<file path="src/rtl/usb_tx_ctrl.sv">
// USB transmit packet sequencer.
// Walks a packet through SYNC, PID, payload, CRC16 and EOP, handing one byte
// at a time to the bit timer's shift register. The data CRC is accumulated
// as payload bytes are popped from the TX FIFO.
module usb_tx_ctrl #(
    parameter int MAX_LEN = 64
) (
    input  logic       clk,
    input  logic       n_rst,
    input  logic       tx_start,
    input  logic [3:0] tx_pid,
    input  logic [6:0] tx_len,
    input  logic       fifo_empty,
    input  logic [7:0] fifo_rdata,
    output logic       fifo_rd,
    input  logic       byte_sent,
    input  logic       data_sent,
    output logic       transmitting,
    output logic       transmit_empty,
    output logic [7:0] tx_byte,
    output logic       load_byte,
    output logic       busy,
    output logic       tx_done,
    output logic       tx_error
);

    typedef enum logic [2:0] {
        IDLE,
        SYNC,
        PID,
        DATA,
        CRC_LO,
        CRC_HI,
        EOP
    } state_t;

    state_t      state_q;
    logic [3:0]  pid_q;
    logic [6:0]  len_q;
    logic [6:0]  byteCnt_q;
    logic [15:0] crc_q;
    logic [15:0] crc_d;
    logic [7:0]  txByte_q;
    logic        active_q;
    logic        loadByte_q;
    logic        fifoRd_q;
    logic        txEmpty_q;
    logic        txDone_q;
    logic        txError_q;

    // DATA0 and DATA1 carry a payload and CRC; every other PID is a handshake.
    function automatic logic isDataPid(input logic [3:0] p);
        return (p == 4'b0011) || (p == 4'b1011);
    endfunction

    // CRC-16/USB step over one byte, LSB first, reflected polynomial 0xA001.
    function automatic logic [15:0] crcUpdate(input logic [15:0] crc, input logic [7:0] data);
        logic [15:0] c;
        c = crc;
        for (int i = 0; i < 8; i++) begin
            if (c[0] ^ data[i]) begin
                c = (c >> 1) ^ 16'hA001;
            end else begin
                c = c >> 1;
            end
        end
        return c;
    endfunction

    // CRC value the register takes if the current FIFO head is popped this cycle.
    always_comb begin
        crc_d = crcUpdate(crc_q, fifo_rdata);
    end

    // Packet sequencer; all outputs are registered and pulses self-clear.
    always_ff @(posedge clk or negedge n_rst) begin
        if (!n_rst) begin
            state_q    <= IDLE;
            pid_q      <= 4'h0;
            len_q      <= 7'd0;
            byteCnt_q  <= 7'd0;
            crc_q      <= 16'hFFFF;
            txByte_q   <= 8'h00;
            active_q   <= 1'b0;
            loadByte_q <= 1'b0;
            fifoRd_q   <= 1'b0;
            txEmpty_q  <= 1'b0;
            txDone_q   <= 1'b0;
            txError_q  <= 1'b0;
        end else begin
            loadByte_q <= 1'b0;
            fifoRd_q   <= 1'b0;
            txEmpty_q  <= 1'b0;
            txDone_q   <= 1'b0;
            txError_q  <= 1'b0;
            unique case (state_q)
                IDLE: begin
                    if (tx_start) begin
                        if (isDataPid(tx_pid) && (32'(tx_len) > MAX_LEN)) begin
                            txError_q <= 1'b1;
                        end else begin
                            pid_q      <= tx_pid;
                            len_q      <= tx_len;
                            byteCnt_q  <= 7'd0;
                            crc_q      <= 16'hFFFF;
                            active_q   <= 1'b1;
                            txByte_q   <= 8'h80;
                            loadByte_q <= 1'b1;
                            state_q    <= SYNC;
                        end
                    end
                end
                SYNC: begin
                    if (byte_sent) begin
                        txByte_q   <= {~pid_q, pid_q};
                        loadByte_q <= 1'b1;
                        state_q    <= PID;
                    end
                end
                PID: begin
                    if (byte_sent) begin
                        if (!isDataPid(pid_q)) begin
                            txEmpty_q <= 1'b1;
                            state_q   <= EOP;
                        end else if (len_q == 7'd0) begin
                            txByte_q   <= ~crc_q[7:0];
                            loadByte_q <= 1'b1;
                            state_q    <= CRC_LO;
                        end else if (fifo_empty) begin
                            active_q  <= 1'b0;
                            txError_q <= 1'b1;
                            state_q   <= IDLE;
                        end else begin
                            txByte_q   <= fifo_rdata;
                            loadByte_q <= 1'b1;
                            fifoRd_q   <= 1'b1;
                            crc_q      <= crc_d;
                            byteCnt_q  <= 7'd1;
                            state_q    <= DATA;
                        end
                    end
                end
                DATA: begin
                    if (byte_sent) begin
                        if (byteCnt_q == len_q) begin
                            txByte_q   <= ~crc_q[7:0];
                            loadByte_q <= 1'b1;
                            state_q    <= CRC_LO;
                        end else if (fifo_empty) begin
                            active_q  <= 1'b0;
                            txError_q <= 1'b1;
                            state_q   <= IDLE;
                        end else begin
                            txByte_q   <= fifo_rdata;
                            loadByte_q <= 1'b1;
                            fifoRd_q   <= 1'b1;
                            crc_q      <= crc_d;
                            byteCnt_q  <= byteCnt_q + 7'd1;
                        end
                    end
                end
                CRC_LO: begin
                    if (byte_sent) begin
                        txByte_q   <= ~crc_q[15:8];
                        loadByte_q <= 1'b1;
                        state_q    <= CRC_HI;
                    end
                end
                CRC_HI: begin
                    if (byte_sent) begin
                        txEmpty_q <= 1'b1;
                        state_q   <= EOP;
                    end
                end
                EOP: begin
                    if (data_sent) begin
                        active_q <= 1'b0;
                        txDone_q <= 1'b1;
                        state_q  <= IDLE;
                    end
                end
                default: begin
                    active_q <= 1'b0;
                    state_q  <= IDLE;
                end
            endcase
        end
    end

    assign fifo_rd        = fifoRd_q;
    assign transmitting   = active_q;
    assign busy           = active_q;
    assign transmit_empty = txEmpty_q;
    assign tx_byte        = txByte_q;
    assign load_byte      = loadByte_q;
    assign tx_done        = txDone_q;
    assign tx_error       = txError_q;

endmodule

</file>
<file path="config.mk">
export PLATFORM = sky130hd
export DESIGN_NAME = usb_tx_ctrl
export DESIGN_NICKNAME = d
export VERILOG_FILES = /design/src/rtl/usb_tx_ctrl.sv
export SDC_FILE = /design/constraint.sdc
export NUM_CORES = 1
export LEC_CHECK = 0
export CORE_ASPECT_RATIO = 1.5
export CORE_MARGIN = 2
export CORE_UTILIZATION = 47
export CTS_BUF_LIST = sky130_fd_sc_hd__clkbuf_4
export DETAILED_ROUTE_END_ITERATION = 12
export GPL_TIMING_DRIVEN = 0
export PLACE_DENSITY_LB_ADDON = 0.2
export RECOVER_POWER = 100
export SYNTH_ARGS = -nofsm -noshare
export SYNTH_HDL_FRONTEND = slang
export SYNTH_SLANG_ARGS = --single-unit
</file>
<file path="constraint.sdc">
create_clock -name clk -period 1.8 [get_ports clk]
set_input_delay 0.45 -clock clk [delete_from_list [all_inputs] [get_ports clk]]
set_output_delay 0.45 -clock clk [all_outputs]
set_load 0.01 [all_outputs]
</file>
# [Word-level counts from Yosys, hierarchy flattened]
# Cells that the tools add are included.
[totals] wordCells=167 reg_bits=51 input_bits=25 output_inout_bits=15
[op_classes] eq_ne=25 reduce_logical=15 n_addsub=1 n_bitwise=21 order_cmp=1 muxes=92
[ops] op="16-bit 2-to-1 mux" count=16
[ops] op="8-bit 2-to-1 mux" count=10
[ops] op="7-bit 2-to-1 mux" count=9
[ops] op="16-bit case mux with 3 select lines" count=1
[ops] op="8-bit case mux with 5 select lines" count=1
[ops] op="3-bit 2-to-1 mux" count=12
[ops] op="1-bit 2-to-1 mux" count=35
[ops] op="2-bit inequality test, second input constant" count=13
[ops] op="2-bit inverter with 3-bit output" count=8
[ops] op="3-bit case mux with 7 select lines" count=1
[ops] op="7-bit case mux with 3 select lines" count=1
[ops] op="9-bit AND reduction" count=2
[ops] op="8-bit inverter" count=2
[ops] op="8-bit AND reduction" count=2
[ops] op="10-bit AND reduction" count=1
[ops] op="3-bit == test, second input constant" count=3
[ops] op="4-bit by 2-bit == test with 1-bit output, second input constant" count=2
[ops] op="4-bit == test, second input constant" count=2
[ops] op="1-bit XOR" count=8
[ops] op="7-bit by 1-bit adder with 7-bit output, second input constant" count=1
[ops] op="7-bit == test" count=1
[ops] op="7-bit > comparator, second input constant" count=1
[ops] op="7-bit zero test" count=1
[ops] op="3-bit by 2-bit == test with 1-bit output, second input constant" count=2
[ops] op="17 further kinds" count=20

# [Depth between registers and ports, before layout]
[logic_depth] ltp_word=21 depth_mapped=10 depth_no_buf=7

# [Worst setup path before layout]
# No wires, ideal clock.
[synth_timing] path_type="input to register" start="input tx_len[0]" end="register txByte_q[0] (netlist: tx_byte[0])" setup_time_ps=77 required_time_ps=1723 arrival_time_ps=2001 setup_slack_ps=-277 n_path_buf=0 cell_stages=6 path_cell_list="or4_4 -> o31ai_4 -> or2b_4 -> nand3b_4 -> or3b_4 -> o21ai_1"
[synth_via] elab_chain_cells=4
[synth_lines] item="from (decl)" line_no="12" text="input logic [6:0] tx_len,"
[synth_lines] item="7-bit > comparator" line_no="99" text="if (isDataPid(tx_pid) && (32'(tx_len) > MAX_LEN)) begin"
[synth_lines] item="1-bit logical AND" line_no="99"
[synth_lines] item="2-bit inequality test (no source line)"
[synth_lines] item="8-bit AND reduction (no source line)"
[synth_lines] item="to (signal assigned)" line_no="115" text="txByte_q <= {~pid_q, pid_q};"
[synth_lines] item="to (signal assigned)" line_no="126" text="txByte_q <= ~crc_q[7:0];"
[synth_lines] item="to (signal assigned)" line_no="134" text="txByte_q <= fifo_rdata;"
[synth_lines] item="to (decl)" line_no="43" text="logic [7:0] txByte_q;"
# No other way between the ends.
# A chain may end at the register's enable or synchronous reset.

# [Worst setup path in the final report]
[layout_timing] start="input fifo_rdata[1]" end="register crc_q[0]"
[layout_via] elab_chain_cells=19 elab_cells_between_ends=21 cone_classes="mux (14); bitwise (7)"
[layout_lines] item="from (decl)" line_no="14" text="input logic [7:0] fifo_rdata,"
[layout_lines] item="1-bit XOR *" line_no="61" text="if (c[0] ^ data[i]) begin"
[layout_lines] item="16-bit 2-to-1 mux *" line_no="61"
[layout_lines] item="1-bit XOR *" line_no="61"
[layout_lines] item="16-bit 2-to-1 mux *" line_no="61"
[layout_lines] item="1-bit XOR *" line_no="61"
[layout_lines] item="16-bit 2-to-1 mux *" line_no="61"
[layout_lines] item="1-bit XOR *" line_no="61"
[layout_lines] item="16-bit 2-to-1 mux *" line_no="61"
[layout_lines] item="(+3 left out)"
[layout_lines] item="16-bit 2-to-1 mux *" line_no="61"
[layout_lines] item="1-bit XOR *" line_no="61"
[layout_lines] item="16-bit 2-to-1 mux *" line_no="61"
[layout_lines] item="16-bit 2-to-1 mux *" line_no="129, 149"
[layout_lines] item="16-bit 2-to-1 mux" line_no="125" text="end else if (len_q == 7'd0) begin"
[layout_lines] item="16-bit 2-to-1 mux" line_no="122" text="if (!isDataPid(pid_q)) begin"
[layout_lines] item="16-bit 2-to-1 mux" line_no="121" text="if (byte_sent) begin"
[layout_lines] item="16-bit case mux with 3 select lines *" line_no="96" text="unique case (state_q)"
[layout_lines] item="to (signal assigned)" line_no="137" text="crc_q <= crc_d;"
[layout_lines] item="to (signal assigned)" line_no="157" text="crc_q <= crc_d;"
[layout_lines] item="to (decl)" line_no="41" text="logic [15:0] crc_q;"
# Every way passes the cells marked *; elsewhere a longest branch is shown, timed or not. The select of a mux whose other input is x is not followed.

==> flow_summary.ini <==
[sta]
setup_viol = 34
setup_slack_ps = -223.8
final-max-slew-violation-count = 0
fmax_mhz = 494.1
period_needed_ps = 2024
finalCritPeriodShare_pct = 112.4
setup_tns_ps = -3295
skew_ps = 22.02
hold_viol_final = 0
slew_headroom_pct = 29.20
rsz0062_at_grt = yes
worst_pin_slew_ps = 1062

[floorplan]
die_h_um = 100.5
initial_core_util_pct = 47.95
num_rows = 35
coreArea_mm2 = 0.006087
fp.dieW_um = 68.35
dieArea_mm2 = 0.006870
io_pins = 40

[logic_synthesis]
seq_area_frac_synth_pct = 44.41
synth_most_common_cell = nand2_1
synthDominantCellAreaShare_pct = 30.00
synth_ff_type = dfrtp_1
ys_types = 55
synthCells = 318
syn_nets = 344
synth-async-reset-ratio_pct = 100.0
synth_edf_count = 0
synth_seq_cells = 51
synth_top_cell_by_area = dfrtp_1
synthTopCellsByCount = nand2_1 (57), dfrtp_1 (35), nor2_1 (24)
avgSynthCellArea_um2 = 9.179
syn_area_mm2 = 0.002919
yosys_warnings = 0
synthTopCellsByArea = dfrtp_1 (30%), dfstp_2 (14%), nand2_1 (7.3%), xor2_1 (5.1%), xnor2_1 (3.3%)

[setup_path]
r2r_cells = 6
worstSetupStartpointType = input port
crit_path_end = crc_q[0]$_DFFE_PN1P_
required_ps = 2140
reg2reg_to = crc_q[0]$_DFFE_PN1P_
regToRegStartpoint = crc_q[5]$_DFFE_PN1P_
cp.arrival_ps = 2360
worstSetupPathType = in -> reg
cp-end-kind = flip-flop
critPathMaxFanout = 2
r2r_setup_slack_ps = -210
crit_start = fifo_rdata[1]

[run_status]
status = finished with violations
violations = setup timing

[grt]
track_usage_pct = 26.88
grt_pass1_wl_mm = 13.68
grt_start_max_net_pins = 33
antenna_found_initial = 0
first_global_vias = 2772
overflow = 0

[pwr]
switching_power_mw = 3.112
swShare_pct = 44.23
pwr-share-seq_pct = 29.3
finalPower_mw = 7.037
pwr-share-comb_pct = 62.9
p_int_mw = 3.925
clkPwrFrac_pct = 7.8
irDropWorstVdd_mv = 0.9363
p_leak_nw = 1.860
powerDensity_mw_per_mm2 = 1626

[final_layout]
diodes = 0
drive_above_1_share_pct = 41.58
fillers = 437
final_nets = 429
syn_to_final_growth_pct = 48.26

[cts]
clk_latency_ps = 390
path_clk_slew_ps = 170
cts_tree = done
clock_path_buffers = 2
cts.sinks = 51
root_buffer = clkbuf_4
cts_hold_buf = 0
cts_buffers = 5
htree_levels = 2

[drt]
first_pass_iters = 4
avgViaCountPerCell = 5.906
ant_nets = 0
wirelength_mm = 8.962
drc_errors = 0
vias = 2823
drt_iter0_drc = 120
wire_per_inst_um = 18.75

[placement]
gp_congestion = 0.8562
place_hpwl_mm = 5.759
port_buffers = 39

[job]
maxCapViolCount = 0

[worst_hold_path]
min_path_type = in -> async
critical path: stages:
cell,delay [ps]
clkdlybuf4s50_1,470
xnor2_2,200
xnor2_2,260
xnor3_1,420
xor2_1,270
xor2_1,220
a21oi_2,70
metrics by stage:
| stage | cells | area [um2] | worst slack [ps] | utilization, % | hold slack (ps) |
|---|---|---|---|---|---|
| global placement | 431 | 3436 | -1207 | 56.44 | 494.3 |
| global route | 478 | 4328 | -230.7 | 71.10 | 226.0 |
| finish | 478 | 4328 | -223.8 | 71.10 | 226.4 |
| detailed placement | 432 | 3451 | -996.2 | 56.69 | 436.7 |
| floorplan | 318 | 2953 | -276.6 | - | 154.4 |
| CTS | 471 | 4060 | -157.5 | 66.70 | 15.07 |
repair_timing:
item | 4_1_cts | 5_1_grt
buffers inserted | 28 | 8
setup endpoints to repair | 49 | 53
pin swaps | 28 | 25
hold endpoints to repair | 0 | 0
gates resized for setup | 97 | 58
gates cloned | 3 | 1
final cells by class:
cell class	instances	area, um2	area share [%]
Timing Repair Buffer	80	726.9	16.80
Buffer	15	126.4	2.920
Inverter	8	32.53	0.7517
Clock buffer	5	37.54	0.8673
Tap cell	74	92.59	2.139
Clock inverter	3	20.02	0.4626
Multi-Input combinational cell	242	1993	46.05
Sequential cell	51	1299	30.01
worst min-delay path by stage:
stage,start,endpoint,slack [ps],cells after the start
after global placement,tx_byte[1]$_DFFE_PN0P_,tx_byte[1]$_DFFE_PN0P_,490,2
after floorplan,n_rst,busy$_DFFE_PN0P_,150,0
after detailed placement,n_rst,busy$_DFFE_PN0P_,440,1
after global routing,tx_len[3],len_q[3]$_DFFE_PN0P_,230,3
after CTS,n_rst,tx_done$_DFF_PN0_,20,1
final,n_rst,tx_done$_DFF_PN0_,230,1
per-layer routing:
metal	wire length, um	track usage [%]	share of wire [%]
met1	3193	30.29	36
met2	4908	47.57	55
met3	320	3.799	3.6
met4	540	13.85	6.0
met5	0	0	0
cell families (layout without fill, tap and decap cells):
kind of cell	count (synthesis)	in the layout	synth area share [%]
mux	9	9	3.429
compound gates	79	79	18.47
flops	51	51	44.41
xor+xnor	29	29	9.173
fa+ha+maj	1	1	0.4286
simple gates	124	124	20.40
buf+inv	25	111	3.686
flip-flops by register name (all words and copies together) (netlist names):
name / cells
tx_done: 1
len_q: 7
transmit_empty: 1
byteCnt_q: 7
load_byte: 1
state_q: 3
tx_byte: 8
fifo_rd: 1
pid_q: 4
busy: 1
crc_q: 16
tx_error: 1
power by group through the flow:
| stage | Combinational, mW | Sequential (mW) | Clock, mW |
|---|---|---|---|
| after floorplan | 2.00 | 1.97 | 0 |
| after global placement | 2.81 | 2.06 | 0 |
| after detailed placement | 2.85 | 2.07 | 0 |
| after CTS | 3.72 | 2.05 | 0.559 |
| after global routing | 4.71 | 2.09 | 0.597 |
| final | 4.42 | 2.06 | 0.548 |
cells in the final DEF (no fill, tap or decap), drive strengths merged, types with 2 or more instances in the layout:
master,instances
o211ai,2
clkbuf,17
a22o,2
clkdlybuf4s50,25
o32ai,3
o22ai,4
mux2,8
nor2,24
o21ai,23
nor2b,3
nand2b,7
clkdlybuf4s25,4
a21oi,16
xnor2,11
a22oi,2
o31ai,3
a221oi,7
dlygate4sd2,5
nand3b,2
buf,48
nor3,8
dfstp,16
and3,4
dfrtp,35
and2,4
inv,8
nand2,57
clkinv,2
xor2,17
nor4,2
nand3,5
a31oi,2
o22a,7
or4,2
Power figures use the tool's default switching activity.
